==> config.mk <==
export PLATFORM = sky130hd
export DESIGN_NAME = if_id_stage
export DESIGN_NICKNAME = d
export VERILOG_FILES = /design/src/rtl/if_id_stage.sv
export SDC_FILE = /design/constraint.sdc
export NUM_CORES = 1
export LEC_CHECK = 0
export ABC_AREA = 1
export CAP_MARGIN = 0
export CORE_ASPECT_RATIO = 1.75
export CORE_MARGIN = 1.5
export CORE_UTILIZATION = 35
export CTS_CLUSTER_DIAMETER = 200
export DETAILED_ROUTE_END_ITERATION = 6
export SYNTH_ARGS = -nofsm -noshare
export SYNTH_HDL_FRONTEND = slang
export SYNTH_SLANG_ARGS = --single-unit
==> constraint.sdc <==
create_clock -name clk -period 4.7 [get_ports clk]
set_input_delay 0.94 -clock clk [delete_from_list [all_inputs] [get_ports clk]]
set_output_delay 0.94 -clock clk [all_outputs]
set_load 0.005 [all_outputs]
==> src/rtl/if_id_stage.sv <==
// Fetch stage and IF/ID pipeline register of a 5-stage MIPS pipeline.
// Holds the PC, presents it to instruction memory and latches the fetched word under hazard-unit control.
module if_id_stage #(
  parameter int             PC_W     = 32,
  parameter int             INSTR_W  = 32,
  parameter logic [PC_W-1:0] RESET_PC = '0,
  parameter int             CNT_W    = 16
) (
  input  logic               clk,
  input  logic               rst,
  input  logic               PCwrite,
  input  logic               if_id_write,
  input  logic               redirect,
  input  logic [PC_W-1:0]    redirect_pc,
  output logic [PC_W-1:0]    imem_addr,
  input  logic [INSTR_W-1:0] imem_rdata,
  output logic [INSTR_W-1:0] if_id_instr,
  output logic [PC_W-1:0]    if_id_pc4,
  output logic               if_id_valid,
  output logic [4:0]         if_id_rs,
  output logic [4:0]         if_id_rt,
  output logic [CNT_W-1:0]   stall_cycles
);

  logic [PC_W-1:0] pc;
  logic [PC_W-1:0] pc_plus4;
  logic            redirect_ok;

  // A redirect arriving while IF/ID is frozen is dropped; ID re-issues it once the stall clears.
  assign redirect_ok = redirect & if_id_write;
  assign pc_plus4    = pc + PC_W'(4);
  assign imem_addr   = pc;

  // NOTE: sequential state uses non-blocking assignments so every register samples pre-edge values.
  always_ff @(posedge clk or posedge rst) begin
    if (rst) begin
      pc <= RESET_PC;
    end else if (redirect_ok) begin
      pc <= {redirect_pc[PC_W-1:2], 2'b00};
    end else if (PCwrite) begin
      pc <= pc_plus4;
    end
  end

  // The flush inserts a bubble in place of the wrong-path word fetched this cycle.
  always_ff @(posedge clk or posedge rst) begin
    if (rst) begin
      if_id_instr <= '0;
      if_id_pc4   <= '0;
      if_id_valid <= 1'b0;
    end else if (redirect_ok) begin
      if_id_instr <= '0;
      if_id_pc4   <= '0;
      if_id_valid <= 1'b0;
    end else if (if_id_write) begin
      if_id_instr <= imem_rdata;
      if_id_pc4   <= pc_plus4;
      if_id_valid <= 1'b1;
    end
  end

  always_ff @(posedge clk or posedge rst) begin
    if (rst) begin
      stall_cycles <= '0;
    end else if (!PCwrite && (stall_cycles != '1)) begin
      stall_cycles <= stall_cycles + CNT_W'(1);
    end
  end

  assign if_id_rs = if_id_instr[25:21];
  assign if_id_rt = if_id_instr[20:16];

endmodule

## Word-level counts from Yosys, hierarchy flattened

Cells that the tools add are included.

- Register bits after elaboration: 113
- Output and inout bits: 123

- Reductions and logical operators: 4
- Bitwise operators: 1
- Equal/unequal tests: 1
- $add $sub $neg: 2
- Mux-type cells: 8

Operators by type and width:

| operator | number |
|---|---|
| two-way mux 32 bit | 6 |
| adder 32 x 3 -> 32 bit (second input constant) | 1 |
| adder 16 x 1 -> 16 bit (second input constant) | 1 |
| != test 16 bit (second input constant) | 1 |
| nonzero test 2 bit | 2 |
| two-way mux 1 bit | 2 |
| bitwise AND 1 bit | 1 |
| logical AND 1 bit | 1 |
| zero test 1 bit | 1 |

## Longest topological paths before layout

- Depth after elaboration: 3
- Mapped depth: 10
- Depth with buffers taken out: 9

## Worst setup path after synthesis

OpenSTA, ideal clock, no wires.

- Path kind: in2reg
- Start point: input if_id_write
- End point: register pc[21] (netlist: imem_addr[21])
- Arrival time: 1,666 ps
- Stages: 8
- Setup slack: 2,911 ps
- Path through: nand2_2 inv_2 nor2_1 inv_2 buf_6 buf_6 nor2_1 a21oi_1

- Word-level cells in the longest chain between the ends: 2
- Elaborated cells on any way between the ends: 3
- Those cells by class: mux (1); bitwise (1); reduce/logical (1)

Ends and longest elaborated chain:

| element | line | text |
|---|---|---|
| start, declared | 12 | `input logic if_id_write,` |
| bitwise AND 1 bit * | 30 | `assign redirect_ok = redirect & if_id_write;` |
| two-way mux 32 bit / nonzero test 2 bit (equally long branches) | n/a |  |
| end signal, assigned | 39 | `pc <= {redirect_pc[PC_W-1:2], 2'b00};` |
| end signal, assigned | 41 | `pc <= pc_plus4;` |
| end, declared | 25 | `logic [PC_W-1:0] pc;` |

Every way passes the cells marked *; elsewhere a longest branch is shown, timed or not.
A chain may end at the register's enable or synchronous reset.

## Final worst setup path

- Start point: input if_id_write
- End point: register pc[14] (netlist: imem_addr[14])

Same word-level chain as after synthesis.

==> results by group <==
STA
  – Layout Skew: between 0.01 and 0.015 ns
  – Slew headroom: 26.87%
  – RSZ-0062 raised after global routing: no
  – Period utilisation layout: 72.94%
  – Hold Slack: 0.4843 ns
  – Final-report hold violation count: 0
  – Setup tns final: 0 ns
  – Final WS setup: 1.272 ns
  – Final-report setup violation count: 0
  – Pins Over Slew Limit: 0
  – Final worst path period need: approximately 3.4 ns
  – Fmax: slightly below 300 MHz
  – Transition time at the pin with the least slew margin: between 1 and 1.5 ns

Synthesis
  – Syn avg cell area: just over 8 um2
  – Yosys warning total: 0
  – Post-synth top area cell: dfrtp_1
  – Sequential area share after synthesis: between 40 and 50%
  – Largest cells by area after synthesis: dfrtp_1, nand2_1, a22o_1, inv_1, nor2_1
  – Post-synth cell types: 30
  – Mapped Area: between 5000 and 6000 um2
  – FF+latch count, synth: 110
  – Cells after synthesis: between 600 and 700
  – Post-synth top area share: between 40% and 50%

Die
  – Die height: about 170 um
  – Die ar.: around 17000 um2
  – Die Wd: roughly 100 um
  – Core area: around 16000 um2
  – Cell row count: 61
  – I/O pins: 192
  – Initial Util: 35.46%

Cells and area
  – Ant diodes: 0
  – Finished Layout Cells: around 1100
  – Post-synthesis to final-layout area growth: 38.81%
  – Final nets: between 900 and 1000
  – Share of cells above drive strength 1: 5.556%

Placement
  – Pre-CTS setup slack: ~0.9 ns
  – DP HPWL: between 10000 and 15000 um
  – Gpl congestion: 0.8475
  – Dpl cells: around 1000
  – IO Port Bufs: about 190

Drt
  – Remaining DRCs: 23
  – WL/cell: about 16 um
  – Final WL: 16520 um
  – DR pass1 iterations: 7
  – Initial DRC count: 235
  – Vias per cell: 4.889
  – Via count: just over 5000
  – Antenna-violating nets left: 0

Power and ir drop
  – Total power: approximately 2.7 mW
  – Pwr/cell area: between 300 and 400 nW/um2
  – Leakage: 3.541 nW
  – Maximum VDD drop: ~0.00020 V

Global route
  – Grt ovf: 0
  – GR Util All Layers: between 10% and 20%
  – Initial antenna violation count: 0
  – Largest net degree at the start of global routing: about 90
  – Vias in the first global route: ~5100
  – First-pass GRT wire length: around 26000 um

Setup path
  – CP arrival: ~3.7 ns
  – Crit path max fanout: roughly 50
  – Worst setup EP type: flip-flop
  – Reg2reg start: stall_cycles[0]
  – Type of origin of the critical path: input port
  – Critical Path Source: if_id_write
  – Worst Setup Path Type: input port to flip-flop
  – Req. time, crit path: just under 5 ns
  – Worst R2R Setup Slack: approximately 2.6 ns

Run status
  – Outcome: complete, but fails checks
  – Failing checks: DRC

Min path
  – Hold_sp: if_id_pc4[4]
  – Hold WC Path Type: flip-flop to flip-flop

Run
  – Max-capacitance violation count: 0

Clock network
  – Worst-path clk slew: around 0.07 ns
  – Max Buffers Root-to-Sink: 2
  – Clock Latency Late Sink: 0.34 ns
  – Number of buffers created by CTS: 9
  – H-tree levels: 3
  – Post-CTS setup buffer count: 0
  – Root buffer cell: clkbuf_16
  – Sink Count: 110
  – Number of buffers inserted by hold repair at cts: 0
  – Resize count post-CTS: 0
  – CTS tree: yes
through the flow:
| stage | instance area (um2) | util, % |
|---|---|---|
| final | 7777 | 49.23 |
| after global routing | 7777 | 49.23 |
| after CTS | 7777 | 49.23 |
| after detailed placement | 7495 | 47.44 |
| after global placement | 7495 | 47.44 |
| after floorplan | 5607 | - |
cell families (layout without fill, tap and decap cells):
group	count (synthesis)	count (layout)	synth area share (%)
AOI/OAI and AO/OA	109	109	12.17
xor gates and xnor gates	13	13	2.032
adders and majority gates	2	2	0.4466
buffers and inverters	106	273	8.865
DFF	110	110	49.13
other	1	2	0.06693
and+or+nand+nor	355	355	27.29
power by group:
group          total [mW]  internal [mW]  leakage [nW]  switching, mW
combinational       0.776          0.432          2.02          0.343
clock               0.730          0.378         0.139          0.353
sequential           1.24           1.09          1.38          0.157
total                2.75           1.90          3.54          0.852
cells in the final DEF, fill, tap and decap left out, drive strengths merged:
cell type,instances
nor2,79
clkdlybuf4s50,187
nand3,36
buf,3
nand3b,4
inv,69
dfrtp,110
o21ai,48
nand4,6
nand2,219
nor3b,1
conb,2
nor3,6
a31oi,7
a21oi,19
xnor2,6
xor2,7
clkinv,3
ha,2
a22o,32
clkinvlp,1
and2,4
clkbuf,10
o21bai,3
cells in the mapped netlist:
cell type,number
nand2_1,213
dfrtp_1,110
inv_1,63
nor2_1,63
nand3_1,35
a22o_1,32
o21ai_0,32
a21oi_1,19
o21ai_1,16
buf_4,14
buf_2,13
nor2_2,9
clkbuf_1,8
a31oi_1,7
nor2_4,7
xor2_1,7
nand2_2,6
nand4_1,6
xnor2_1,6
nor3_1,5
and2_1,4
buf_6,4
inv_2,4
nand3b_1,4
o21bai_1,3
ha_1,2
conb_1,1
nand3_2,1
nor3_2,1
nor3b_1,1
area by class of cell:
class | instances | area [um2]
clock buffer | 10 | 239.0
clock inverter | 6 | 43.79
fill | 1555 | 8021
inverter | 67 | 254.0
multi-input combinational | 481 | 2357
sequential | 110 | 2753
tap | 189 | 236.5
timing repair buffer | 190 | 1894
worst max-delay path: stages:
cell and delay [ns]:
clkdlybuf4s50_1 0.56, nand2_2 0.49, inv_2 0.07, nor2_1 0.61, inv_2 0.55, o21ai_0 0.20
o21bai_1 0.14, nand2_1 0.07
layer usage:
metal / up-vias / track usage [%] / routed length, um
met5: - / 0 / 0
met4: 0 / 5.093 / 223
met3: 11 / 3.121 / 679
met2: 139 / 37.98 / 9175
met1: 2459 / 22.38 / 6441
li1: 2539 / - / -
state kept, by name (all words and copies together), names as in the netlist:
name / flops
if_id_pc4: 31
imem_addr: 30
stall_cycles: 16
if_id_valid: 1
if_id_instr: 32
final timing paths:
path | endpoint | cells after the start
hold reg to reg | if_id_pc4[4] | 2
setup / recovery | imem_addr[14] | 8
max in group asynchronous | if_id_pc4[16] | 3
setup reg to reg | stall_cycles[15] | 8
min in group asynchronous | if_id_instr[21] | 2
hold / removal | if_id_pc4[4] | 2
No activity file was read; power rests on OpenSTA's default activity.
